$ cat src/rtl/rc4_pkg.sv
// rc4_pkg: shared types and constants for the RC4 decrypt datapath.
//   compute_state_t : states of the keystream/XOR phase engine
//   S_DEPTH         : number of entries in the S permutation memory
//   BYTE_W          : byte width of S, ciphertext and plaintext data
//   DEF_MSG_LEN     : default message length in bytes
package rc4_pkg;

  localparam int S_DEPTH     = 256;
  localparam int BYTE_W      = 8;
  localparam int DEF_MSG_LEN = 32;

  typedef enum logic [3:0] {
    IDLE      = 4'd0,
    INC_I     = 4'd1,
    WAIT_SI   = 4'd2,
    READ_SI   = 4'd3,
    WAIT_SJ   = 4'd4,
    READ_SJ   = 4'd5,
    WRITE_I   = 4'd6,
    WRITE_J   = 4'd7,
    ADDR_F    = 4'd8,
    WAIT_F    = 4'd9,
    READ_F    = 4'd10,
    WRITE_DEC = 4'd11,
    DONE      = 4'd12
  } compute_state_t;

endpackage

$ cat src/rtl/rc4_compute_if.sv
// rc4_compute_if: bundles the compute-phase handshake and the three memory
// buses (S memory, ciphertext ROM, plaintext RAM).
//   master : the compute engine (drives addresses, write data, complete)
//   slave  : sequencer + memories (drive start and read data)
interface rc4_compute_if
  import rc4_pkg::*;
#(
  parameter int MSG_AW = 5
);

  logic              compute_start;
  logic              compute_complete;
  logic [BYTE_W-1:0] address_compute;
  logic [BYTE_W-1:0] data_compute;
  logic              wren_compute;
  logic [BYTE_W-1:0] q_compute;
  logic [MSG_AW-1:0] rom_address;
  logic [BYTE_W-1:0] rom_q;
  logic [MSG_AW-1:0] dec_address;
  logic [BYTE_W-1:0] dec_data;
  logic              dec_wren;

  modport master (
    input  compute_start, q_compute, rom_q,
    output compute_complete, address_compute, data_compute, wren_compute,
           rom_address, dec_address, dec_data, dec_wren
  );

  modport slave (
    output compute_start, q_compute, rom_q,
    input  compute_complete, address_compute, data_compute, wren_compute,
           rom_address, dec_address, dec_data, dec_wren
  );

endinterface

$ cat src/rtl/rc4_compute.sv
// rc4_compute: RC4 PRGA phase engine. On compute_start it walks the
// already-shuffled S memory, swapping S[i]/S[j] in place, and writes
// dec[k] = S[S[i]+S[j]] ^ rom[k] for k = 0..MSG_LEN-1. It then holds
// compute_complete until compute_start is withdrawn.
// Ports:
//   clk     : single clock
//   reset_n : asynchronous active-low reset
//   bus     : rc4_compute_if.master (handshake, S memory, ROM, RAM)
// All outputs are registered. Memories are synchronous: an address driven on
// one edge is sampled back two edges later, hence the WAIT_* states.
module rc4_compute
  import rc4_pkg::*;
#(
  parameter int MSG_LEN = DEF_MSG_LEN,
  parameter int MSG_AW  = 5
) (
  input  logic          clk,
  input  logic          reset_n,
  rc4_compute_if.master bus
);

  localparam logic [MSG_AW-1:0] K_LAST = MSG_AW'(MSG_LEN - 1);
  localparam logic [MSG_AW-1:0] K_ONE  = MSG_AW'(1);

  compute_state_t    state_r, state_nxt_s;
  logic [BYTE_W-1:0] i_r, i_nxt_s, j_r, j_nxt_s;
  logic [BYTE_W-1:0] si_r, si_nxt_s, sj_r, sj_nxt_s;
  logic [BYTE_W-1:0] f_r, f_nxt_s, ct_r, ct_nxt_s;
  logic [MSG_AW-1:0] k_r, k_nxt_s;
  logic [BYTE_W-1:0] addr_r, addr_nxt_s, data_r, data_nxt_s;
  logic              wren_r, wren_nxt_s;
  logic [MSG_AW-1:0] rom_addr_r, rom_addr_nxt_s;
  logic [MSG_AW-1:0] dec_addr_r, dec_addr_nxt_s;
  logic [BYTE_W-1:0] dec_data_r, dec_data_nxt_s;
  logic              dec_wren_r, dec_wren_nxt_s;
  logic              complete_r, complete_nxt_s;

  // State register.
  always_ff @(posedge clk or negedge reset_n) begin
    if (!reset_n) begin
      state_r <= IDLE;
    end else begin
      state_r <= state_nxt_s;
    end
  end

  // Next-state and next-output logic; write strobes default low every cycle.
  always_comb begin
    state_nxt_s    = state_r;
    i_nxt_s        = i_r;
    j_nxt_s        = j_r;
    k_nxt_s        = k_r;
    si_nxt_s       = si_r;
    sj_nxt_s       = sj_r;
    f_nxt_s        = f_r;
    ct_nxt_s       = ct_r;
    addr_nxt_s     = addr_r;
    data_nxt_s     = data_r;
    rom_addr_nxt_s = rom_addr_r;
    dec_addr_nxt_s = dec_addr_r;
    dec_data_nxt_s = dec_data_r;
    wren_nxt_s     = 1'b0;
    dec_wren_nxt_s = 1'b0;
    complete_nxt_s = 1'b0;
    case (state_r)
      IDLE: begin
        if (bus.compute_start) begin
          state_nxt_s = INC_I;
          i_nxt_s     = 8'd0;
          j_nxt_s     = 8'd0;
          k_nxt_s     = {MSG_AW{1'b0}};
        end else begin
          state_nxt_s = IDLE;
        end
      end
      INC_I: begin
        i_nxt_s     = i_r + 8'd1;
        addr_nxt_s  = i_r + 8'd1;
        state_nxt_s = WAIT_SI;
      end
      WAIT_SI: state_nxt_s = READ_SI;
      READ_SI: begin
        si_nxt_s    = bus.q_compute;
        j_nxt_s     = j_r + bus.q_compute;
        addr_nxt_s  = j_r + bus.q_compute;
        state_nxt_s = WAIT_SJ;
      end
      WAIT_SJ: state_nxt_s = READ_SJ;
      READ_SJ: begin
        sj_nxt_s    = bus.q_compute;
        state_nxt_s = WRITE_I;
      end
      // When i==j both writes hit the same entry with si==sj, so S is unchanged.
      WRITE_I: begin
        addr_nxt_s  = i_r;
        data_nxt_s  = sj_r;
        wren_nxt_s  = 1'b1;
        state_nxt_s = WRITE_J;
      end
      WRITE_J: begin
        addr_nxt_s  = j_r;
        data_nxt_s  = si_r;
        wren_nxt_s  = 1'b1;
        state_nxt_s = ADDR_F;
      end
      // si+sj is the same before and after the swap, so captured values suffice.
      ADDR_F: begin
        addr_nxt_s     = si_r + sj_r;
        rom_addr_nxt_s = k_r;
        state_nxt_s    = WAIT_F;
      end
      WAIT_F: state_nxt_s = READ_F;
      READ_F: begin
        f_nxt_s     = bus.q_compute;
        ct_nxt_s    = bus.rom_q;
        state_nxt_s = WRITE_DEC;
      end
      WRITE_DEC: begin
        dec_addr_nxt_s = k_r;
        dec_data_nxt_s = f_r ^ ct_r;
        dec_wren_nxt_s = 1'b1;
        if (k_r == K_LAST) begin
          state_nxt_s = DONE;
        end else begin
          k_nxt_s     = k_r + K_ONE;
          state_nxt_s = INC_I;
        end
      end
      DONE: begin
        if (bus.compute_start) begin
          complete_nxt_s = 1'b1;
        end else begin
          state_nxt_s = IDLE;
        end
      end
      default: state_nxt_s = IDLE;
    endcase
  end

  // Datapath and output registers.
  always_ff @(posedge clk or negedge reset_n) begin
    if (!reset_n) begin
      i_r        <= 8'd0;
      j_r        <= 8'd0;
      k_r        <= {MSG_AW{1'b0}};
      si_r       <= 8'd0;
      sj_r       <= 8'd0;
      f_r        <= 8'd0;
      ct_r       <= 8'd0;
      addr_r     <= 8'd0;
      data_r     <= 8'd0;
      wren_r     <= 1'b0;
      rom_addr_r <= {MSG_AW{1'b0}};
      dec_addr_r <= {MSG_AW{1'b0}};
      dec_data_r <= 8'd0;
      dec_wren_r <= 1'b0;
      complete_r <= 1'b0;
    end else begin
      i_r        <= i_nxt_s;
      j_r        <= j_nxt_s;
      k_r        <= k_nxt_s;
      si_r       <= si_nxt_s;
      sj_r       <= sj_nxt_s;
      f_r        <= f_nxt_s;
      ct_r       <= ct_nxt_s;
      addr_r     <= addr_nxt_s;
      data_r     <= data_nxt_s;
      wren_r     <= wren_nxt_s;
      rom_addr_r <= rom_addr_nxt_s;
      dec_addr_r <= dec_addr_nxt_s;
      dec_data_r <= dec_data_nxt_s;
      dec_wren_r <= dec_wren_nxt_s;
      complete_r <= complete_nxt_s;
    end
  end

  assign bus.address_compute  = addr_r;
  assign bus.data_compute     = data_r;
  assign bus.wren_compute     = wren_r;
  assign bus.rom_address      = rom_addr_r;
  assign bus.dec_address      = dec_addr_r;
  assign bus.dec_data         = dec_data_r;
  assign bus.dec_wren         = dec_wren_r;
  assign bus.compute_complete = complete_r;

endmodule
$ cat src/flat_wrapper.sv
// flat-port wrapper written by rule: the top's interface ports become plain ports
module rc4_compute_flat import rc4_pkg::*;
#(
  parameter int MSG_LEN = DEF_MSG_LEN,
  parameter int MSG_AW  = 5
)
  (clk, reset_n, bus_compute_start, bus_q_compute, bus_rom_q, bus_compute_complete, bus_address_compute, bus_data_compute, bus_wren_compute, bus_rom_address, bus_dec_address, bus_dec_data, bus_dec_wren);
  rc4_compute_if #(.MSG_AW(MSG_AW)) bus_i ();
  input  logic clk;
  input  logic reset_n;
  input wire logic [$bits(bus_i.compute_start)-1:0] bus_compute_start;
  input wire logic [$bits(bus_i.q_compute)-1:0] bus_q_compute;
  input wire logic [$bits(bus_i.rom_q)-1:0] bus_rom_q;
  output wire logic [$bits(bus_i.compute_complete)-1:0] bus_compute_complete;
  output wire logic [$bits(bus_i.address_compute)-1:0] bus_address_compute;
  output wire logic [$bits(bus_i.data_compute)-1:0] bus_data_compute;
  output wire logic [$bits(bus_i.wren_compute)-1:0] bus_wren_compute;
  output wire logic [$bits(bus_i.rom_address)-1:0] bus_rom_address;
  output wire logic [$bits(bus_i.dec_address)-1:0] bus_dec_address;
  output wire logic [$bits(bus_i.dec_data)-1:0] bus_dec_data;
  output wire logic [$bits(bus_i.dec_wren)-1:0] bus_dec_wren;
  assign bus_i.compute_start = bus_compute_start;
  assign bus_i.q_compute = bus_q_compute;
  assign bus_i.rom_q = bus_rom_q;
  assign bus_compute_complete = bus_i.compute_complete;
  assign bus_address_compute = bus_i.address_compute;
  assign bus_data_compute = bus_i.data_compute;
  assign bus_wren_compute = bus_i.wren_compute;
  assign bus_rom_address = bus_i.rom_address;
  assign bus_dec_address = bus_i.dec_address;
  assign bus_dec_data = bus_i.dec_data;
  assign bus_dec_wren = bus_i.dec_wren;
  rc4_compute #(.MSG_LEN(MSG_LEN), .MSG_AW(MSG_AW)) u_core (.clk(clk), .reset_n(reset_n), .bus(bus_i));
endmodule
$ cat config.mk
export PLATFORM = sky130hd
export DESIGN_NAME = rc4_compute_flat
export DESIGN_NICKNAME = d
export VERILOG_FILES = /design/src/rtl/rc4_pkg.sv /design/src/rtl/rc4_compute_if.sv /design/src/rtl/rc4_compute.sv /design/src/flat_wrapper.sv
export SDC_FILE = /design/constraint.sdc
export NUM_CORES = 1
export LEC_CHECK = 0
export ABC_AREA = 1
export BUFFER_PORTS_ARGS = -buffer_cell sky130_fd_sc_hd__buf_2
export CORE_MARGIN = 8
export CORE_UTILIZATION = 28
export DETAILED_ROUTE_END_ITERATION = 16
export SYNTH_ARGS = -nofsm -noshare
export SYNTH_HDL_FRONTEND = slang
export SYNTH_SLANG_ARGS = --single-unit
$ cat constraint.sdc
create_clock -name clk -period 5.35 [get_ports clk]
set_input_delay 0.535 -clock clk [delete_from_list [all_inputs] [get_ports clk]]
set_output_delay 0.535 -clock clk [all_outputs]
set_load 0.02 [all_outputs]
==> metrics.md, run 1 <==
| Metric | Value |
|---|---|
| Arrival time at the worst endpoint | 2.24 ns |
| Power Dens Cells | 605 nW/um^2 |
| Data required time of the critical path | 5.59 ns |
| Clk pwr share | a little under a fifth |
| Fin crit share | 37.3% |
| Seq/Total Area, Yosys | 50.0% |
| Die W | ~150 um |
| Synth async-reset ratio | 100% |
| Die area | 21200 um^2 |
| # DRC | 0 |
| Number of global-route vias before repair | roughly 3800 |
| Worst clock skew | 0.00750 ns |
| Vias per inst | 4.46 |
| I/O Pins | 56 |
| Num rows | 47 |
| Root buffer cell | clkbuf_16 |
| Fillers | about 1700 |
| Ant. Diodes | 0 |
| Max-Cap Viols | 0 |
| Routed WL per cell | 13.6 um |
| GRT Overall Usage | 11.4% |
| Max VDD drop | 0.198 mV |
| Crit path kind | reg2reg |
| PostCTS Resize Cnt | 0 |
| Nets | 652 |
| CP Cell Sequence | nor2_1, nand2_2, nand3_2, inv_1, nor2_1, nand3_1, nand2_1, nand2_1 |
| Gp weighted congestion | approximately 0.82 |
| H-tree depth | 3 |
| ANT nets after route | 0 |
| Post-Syn Instances | 557 |
| Final core occ | 33.3% |
| Syn_area_per_cell | ~8.5 um^2 |
| Pint | between 1.5 and 2 mW |
| Combinational share of power | 45.2% |
| Crit-path leading delay family | simple AND/OR/NAND/NOR gates |
| Commonest non-fill, non-tap cells in the layout | nand2_1 (153), dfrtp_1 (94), o21ai_0 (62), inv_1 (57), buf_2 (54) |
| Unique cell type count in the Yosys netlist | 34 |
| CTS buffer count | 9 |
| Crit-path max FO | 25 |
| Switching part of the total | 43.1% |
| Share of cells above drive strength 1 | 16.0% |
| Switch Pwr | 1.44 mW |
| Area growth syn-to-layout | 16.9% |
| Max clock buf depth | 2 |
| CP startpoint kind | flip-flop |
| Largest net degree at the start of global routing | 70 |
| Most common cell after layout, fill and taps aside | nand2_1 |
| Setup Buffers After CTS | 0 |
| Clk sink count | 94 |
| Status | finished, final reports clean |
| WP buf/inv | 1 |
| Crit. End Element | flip-flop |
| Syn Nets | about 600 |
| Slew Limit Fails | 0 |
| DP Wirelength | 8590 um |
| Area of the mapped netlist | 4710 um^2 |
| Chip height | 146 um |
| IO Port Bufs | 55 |
| YS warnings | 0 |
| First-pass GRT wire length | 19500 um |
| DR vias | between 3000 and 4000 |
| Critical path's largest stage delay | 0.43 ns |
| Hold Buf Count CTS | 0 |
| Flop pwr share | between 30% and 40% |
| Minimum clock period | 2.00 ns |
| Core ar. | 16500 um^2 |
| Grt total ovfl | 0 |
| CTS clock-pin slew for the worst setup and hold paths | 0.07 ns |
| Hold Path Class | in2async |
| Setup TNS after final layout | 0 ns |
| Max transition margin | 42.8% |
| Final setup violation count | 0 |
| Routed WL | 11400 um |
| Max Freq | roughly 0.50 GHz |
| Pre-Repair DR Iteration Count | 5 |
| Final hold viol count | 0 |
| Leakage | between 2 and 3 nW |
| Synth Register Bits | between 90 and 100 |
| Number of synthesized flops with an enable pin | 0 |
| Iter 0 DRT Violations | 167 |
| CTS tree | done |
| Initial core utilization | 28.5% |
| Worst-Margin Slew | 0.857 ns |
| Critical path's slowest cell | dfrtp_1 |
| Clock Latency Late Sink | 0.35 ns |
| RSZ-0062 raised after global routing | false |
| Antenna violations before repair | 1 |
| Most used flip-flop cell after synthesis | dfrtp_1 |
| R2r setup slk | ~3.4 ns |
-- flip-flops by register name (all words and copies together) (netlist names) --
| name | flops |
|---|---|
| u_core.bus.compute_complete | 1 |
| u_core.bus.wren_compute | 1 |
| u_core.sj_r | 8 |
| u_core.bus.dec_data | 8 |
| u_core.si_r | 8 |
| u_core.bus.rom_address | 5 |
| u_core.bus.address_compute | 8 |
| u_core.f_r | 8 |
| u_core.bus.dec_address | 5 |
| u_core.ct_r | 8 |
| u_core.i_r | 8 |
| u_core.k_r | 5 |
| u_core.state_r | 4 |
| u_core.bus.dec_wren | 1 |
| u_core.bus.data_compute | 8 |
| u_core.j_r | 8 |
-- worst register-to-register path: cells and delay by family (launching register included) --
kind,cells,cell delay [ns]
and+or+nand+nor,7,1.28
DFF,1,0.43
buffers and inverters,1,0.18
-- cells in the mapped netlist (all sizes together) (4+ instances only) --
library cell | instances | share of area, %
mux2 | 8 | 1.9
dfrtp | 94 | 50
nand3 | 39 | 4.3
o22ai | 6 | 0.80
clkbuf | 6 | 0.48
buf | 4 | 0.56
inv | 63 | 5.0
nand3b | 6 | 0.96
nand2 | 157 | 13
a21oi | 19 | 2.0
or2 | 7 | 0.93
xor2 | 6 | 1.1
xnor2 | 9 | 1.7
nor2 | 34 | 3.0
o21ai | 66 | 7.0
nor3 | 5 | 0.53
ha | 17 | 4.5
-- routing by layer --
layer	vias to the layer above	wire, um	global-route usage [%]
li1	1922	-	-
met1	1736	5150	13.4
met2	60	5570	19.3
met3	17	451	2.49
met4	2	245	5.67
met5	-	13	0
-- final timing paths --
kind | cells after the start | to | start
setup / recovery | 8 | u_core.bus.address_compute[6] | u_core.state_r[2]
hold / removal | 1 | u_core.bus.address_compute[0] | reset_n
setup reg to reg | 8 | u_core.bus.address_compute[6] | u_core.state_r[2]
hold reg to reg | 2 | u_core.bus.rom_address[1] | u_core.bus.rom_address[1]
max in group asynchronous | 2 | u_core.bus.rom_address[0] | reset_n
min in group clk | 2 | u_core.ct_r[7] | bus_rom_q[7]
-- cell families after synthesis --
kind of cell             Yosys count  share of synthesized area [%]
AO/OA/AOI/OAI                     96                           10.7
XOR/XNOR                          15                           2.79
adder cells (fa/ha/maj)           19                           5.37
buffers and inverters             73                           6.06
flip-flops                        94                           50.0
multiplexers                       8                           1.91
AND/OR/NAND/NOR                  252                           23.2
-- area by class of cell --
class,count,area [um^2],share of cell area [%]
clock buffers,10,239,4.34
clock inverters,5,42.5,0.773
inverters,63,236,4.30
multi-input cells,390,2070,37.6
flip-flops and latches,94,2350,42.8
well taps,220,275,5.00
repair buffers,56,285,5.19
-- power groups by stage --
stage | Combinational, mW | Sequential, mW | Clock [mW]
after global routing | 1.75 | 1.25 | 0.660
after detailed placement | 1.52 | 1.23 | 0
after global placement | 1.50 | 1.22 | 0
after CTS | 1.53 | 1.22 | 0.635
final | 1.50 | 1.21 | 0.613
after floorplan | 1.03 | 1.30 | 0
-- metrics by stage --
| step | cells | power [mW] | setup WS [ns] | instance area [um^2] | hold slack (ns) |
|---|---|---|---|---|---|
| after floorplan | 557 | 2.33 | 3.47 | 4710 | 0.239 |
| after global placement | 823 | 2.72 | 3.29 | 5220 | 0.461 |
| after detailed placement | 823 | 2.75 | 3.25 | 5220 | 0.464 |
| after CTS | 838 | 3.38 | 3.37 | 5500 | 0.103 |
| after global routing | 838 | 3.66 | 3.14 | 5500 | 0.115 |
| final | 838 | 3.33 | 3.35 | 5500 | 0.0963 |
Power figures use the tool's default switching activity.
==> run 2, diff against run 1 <==
==> constraint.sdc (replaced) <==
create_clock -name clk -period 1.7 [get_ports clk]
set_input_delay 0.17 -clock clk [delete_from_list [all_inputs] [get_ports clk]]
set_output_delay 0.17 -clock clk [all_outputs]
set_load 0.02 [all_outputs]
==> metrics.md, run 2 (same netlist as run 1, synthesis figures left out) <==
| Metric | Value |
|---|---|
| Status | finished, final reports clean (unchanged) |
| Minimum clock period | 1.69 ns (was 2.00 ns) |
| Commonest non-fill, non-tap cells in the layout | nand2_1 (147), dfrtp_1 (92), o21ai_0 (60), buf_2 (54), inv_1 (52) (was nand2_1 (153), dfrtp_1 (94), o21ai_0 (62), inv_1 (57), buf_2 (54)) |
| Hold EP | u_core.ct_r[7] |
| Final hold viol count | 0 (unchanged) |
| Crit. End Element | flip-flop (unchanged) |
| Worst Hold Depth | 2 |
| CTS clock-pin slew for the worst setup and hold paths | 0.08 ns (was 0.07 ns) |
| Fin crit share | 99.6% (was 37.3%) |
| Worst-Margin Slew | 0.485 ns (was 0.857 ns) |
| RSZ-0062 raised after global routing | true (was false) |
| Max VDD drop | 0.651 mV (was 0.198 mV) |
| Highest metal used | met4 (was met5) |
| Worst clock skew | 0.0107 ns (was 0.00750 ns) |
| Arrival time at the worst endpoint | 1.92 ns (was 2.24 ns) |
| CP startpoint kind | flip-flop (unchanged) |
| Switch Pwr | 4.89 mW (was 1.44 mW) |
| Die W | 146 um (unchanged) |
| Root buffer cell | clkbuf_16 (unchanged) |
| ANT nets after route | 0 (unchanged) |
| Max clock buf depth | 2 (unchanged) |
| Met1 Routed Length | 5360 um (was 5150 um) |
| Data required time of the critical path | 1.93 ns (was 5.59 ns) |
| R2r endpoint | u_core.bus.address_compute[2] (was u_core.bus.address_compute[6]) |
| Area growth syn-to-layout | 28.4% (was 16.9%) |
| Setup TNS after final layout | 0 ns (unchanged) |
| Nets | 686 (was 652) |
| Worst hold margin | 0.0485 ns (was 0.0963 ns) |
| CTS buffer count | 9 (unchanged) |
| Clk pwr share | 18.5% (was 18.4%) |
| Power Dens Cells | 1920 nW/um^2 (was 605 nW/um^2) |
| Antenna violations before repair | 0 (was 1) |
| Design area | 6040 um^2 (was 5500 um^2) |
| DP Wirelength | 8850 um (was 8590 um) |
| Slew Limit Fails | 0 (unchanged) |
| Initial core utilization | 28.5% (unchanged) |
| Max Freq | 0.590 GHz (was 0.501 GHz) |
| CP Cell Sequence | ha_2, inv_2, fa_2, inv_2, nand2_2, buf_6, nand2_4, nor2_2, nor2_1, nand2_1, o21ai_1, nand2_1 (was nor2_1, nand2_2, nand3_2, inv_1, nor2_1, nand3_1, nand2_1, nand2_1) |
| Leakage | 2.95 nW (was 2.75 nW) |
| H-tree depth | 3 (unchanged) |
| Ant. Diodes | 0 (unchanged) |
| Flop pwr share | 33.5% (was 36.4%) |
| Share of cells above drive strength 1 | 26.8% (was 16.0%) |
| Chip height | 146 um (unchanged) |
| Final setup violation count | 0 (unchanged) |
| I/O Pins | 56 (unchanged) |
| IO Port Bufs | 55 (unchanged) |
| Met3 wire len | 402 um (was 451 um) |
| Pint | 6.71 mW (was 1.89 mW) |
| Vias per inst | 4.49 (was 4.46) |
| Max-Cap Viols | 0 (unchanged) |
| Crit path kind | reg2reg (unchanged) |
| Critical path's slowest cell | dfrtp_1 (unchanged) |
| Pre-Repair DR Iteration Count | 4 (was 5) |
| Die area | 21200 um^2 (unchanged) |
| Core ar. | 16500 um^2 (unchanged) |
| Num rows | 47 (unchanged) |
| Largest net degree at the start of global routing | 30 (was 70) |
| Routed WL per cell | 13.6 um (about the same) |
| Worst R2R Start | u_core.j_r[0] (was u_core.state_r[2]) |
| First-pass GRT wire length | 19300 um (was 19500 um) |
| Placed Area | 5460 um^2 (was 5220 um^2) |
| Hold Path Class | in2reg (was in2async) |
| Routed WL | 11900 um (was 11400 um) |
| Max transition margin | 67.6% (was 42.8%) |
| R2r setup slk | 0.006 ns (was 3.35 ns) |
| GRT Overall Usage | 11.1% (was 11.4%) |
| WP buf/inv | 3 (was 1) |
| Iter 0 DRT Violations | 202 (was 167) |
| CTS tree | done (unchanged) |
| DR vias | 3917 (was 3737) |
| Grt total ovfl | 0 (unchanged) |
| Switching part of the total | 42.2% (was 43.1%) |
| R2R depth | 12 (was 8) |
| Crit-path leading delay family | adder cells (was simple AND/OR/NAND/NOR gates) |
| Number of global-route vias before repair | 3759 (was 3817) |
| Tot Pwr | 11.6 mW (was 3.33 mW) |
| Met2 Routed Length | 5820 um (was 5570 um) |
| Gp weighted congestion | 0.820 (was 0.818) |
| Clock Latency Late Sink | 0.35 ns (about the same) |
| Crit-path max FO | 2 (was 25) |
| # DRC | 0 (unchanged) |
| Combinational share of power | 48.0% (was 45.2%) |
| Critical hold path startpoint | bus_rom_q[7] |
| Most common cell after layout, fill and taps aside | nand2_1 (unchanged) |
| Clk sink count | 94 (unchanged) |
| Critical path's largest stage delay | 0.36 ns (was 0.43 ns) |
[run 2: metrics by stage]
step	std cells	setup slack [ns]	utilization, %
after floorplan	557	0.00659	-
after global placement	850	-0.0322	33.0
after detailed placement	850	-0.0715	33.0
after CTS	870	-0.0286	35.4
after global routing	873	-0.117	36.6
final	873	0.00631	36.6
[run 2: final cells by class]
class,count,area [um^2]
multi-input cells,390,2280
well taps,220,275
inverters,63,236
repair buffers,90,584
clock buffers,9,225
fillers,1694,10500
clock inverters,7,87.6
flip-flops and latches,94,2350
[run 2: power groups by stage]
| stage | clock network [mW] | logic (mW) | registers, mW |
|---|---|---|---|
| floorplan | 0 | 3.25 | 4.09 |
| global placement | 0 | 5.02 | 3.83 |
| detailed placement | 0 | 5.07 | 3.84 |
| CTS | 2.21 | 5.26 | 3.82 |
| global route | 2.30 | 6.33 | 4.01 |
| finish | 2.15 | 5.57 | 3.88 |
[run 2: layer usage]
metal / vias to the layer above / GRT usage (%)
li1: 2002 / -
met1: 1831 / 13.6
met2: 62 / 18.8
met3: 22 / 2.39
met4: 0 / 4.37
met5: - / 0
[run 2: worst max-delay path by stage]
stage,start,endpoint,slack [ns],cells after the start
final,u_core.j_r[0],u_core.bus.address_compute[2],0.006,12
after global routing,u_core.j_r[0],u_core.bus.address_compute[2],-0.12,12
after CTS,u_core.j_r[0],u_core.bus.address_compute[6],-0.03,13
after detailed placement,u_core.sj_r[0],u_core.bus.address_compute[2],-0.07,11
after global placement,u_core.sj_r[0],u_core.bus.address_compute[2],-0.03,11
after floorplan,u_core.j_r[3],u_core.bus.address_compute[4],0.007,8
[run 2: worst register-to-register path, delay by kind of cell, from the launching register on]
family	cells	cell delay, ns
adders and majority gates	2	0.51
DFF	1	0.36
and+or+nand+nor	6	0.36
buffers and inverters	3	0.23
AOI/OAI and AO/OA	1	0.11
[run 2: timing repair]
item	CTS	global route
gates resized for setup	19	32
endpoints found under the hold margin	25	0
hold buffers	1	0
setup endpoints to repair	7	17
setup buffers	3	3
pin swaps	11	21
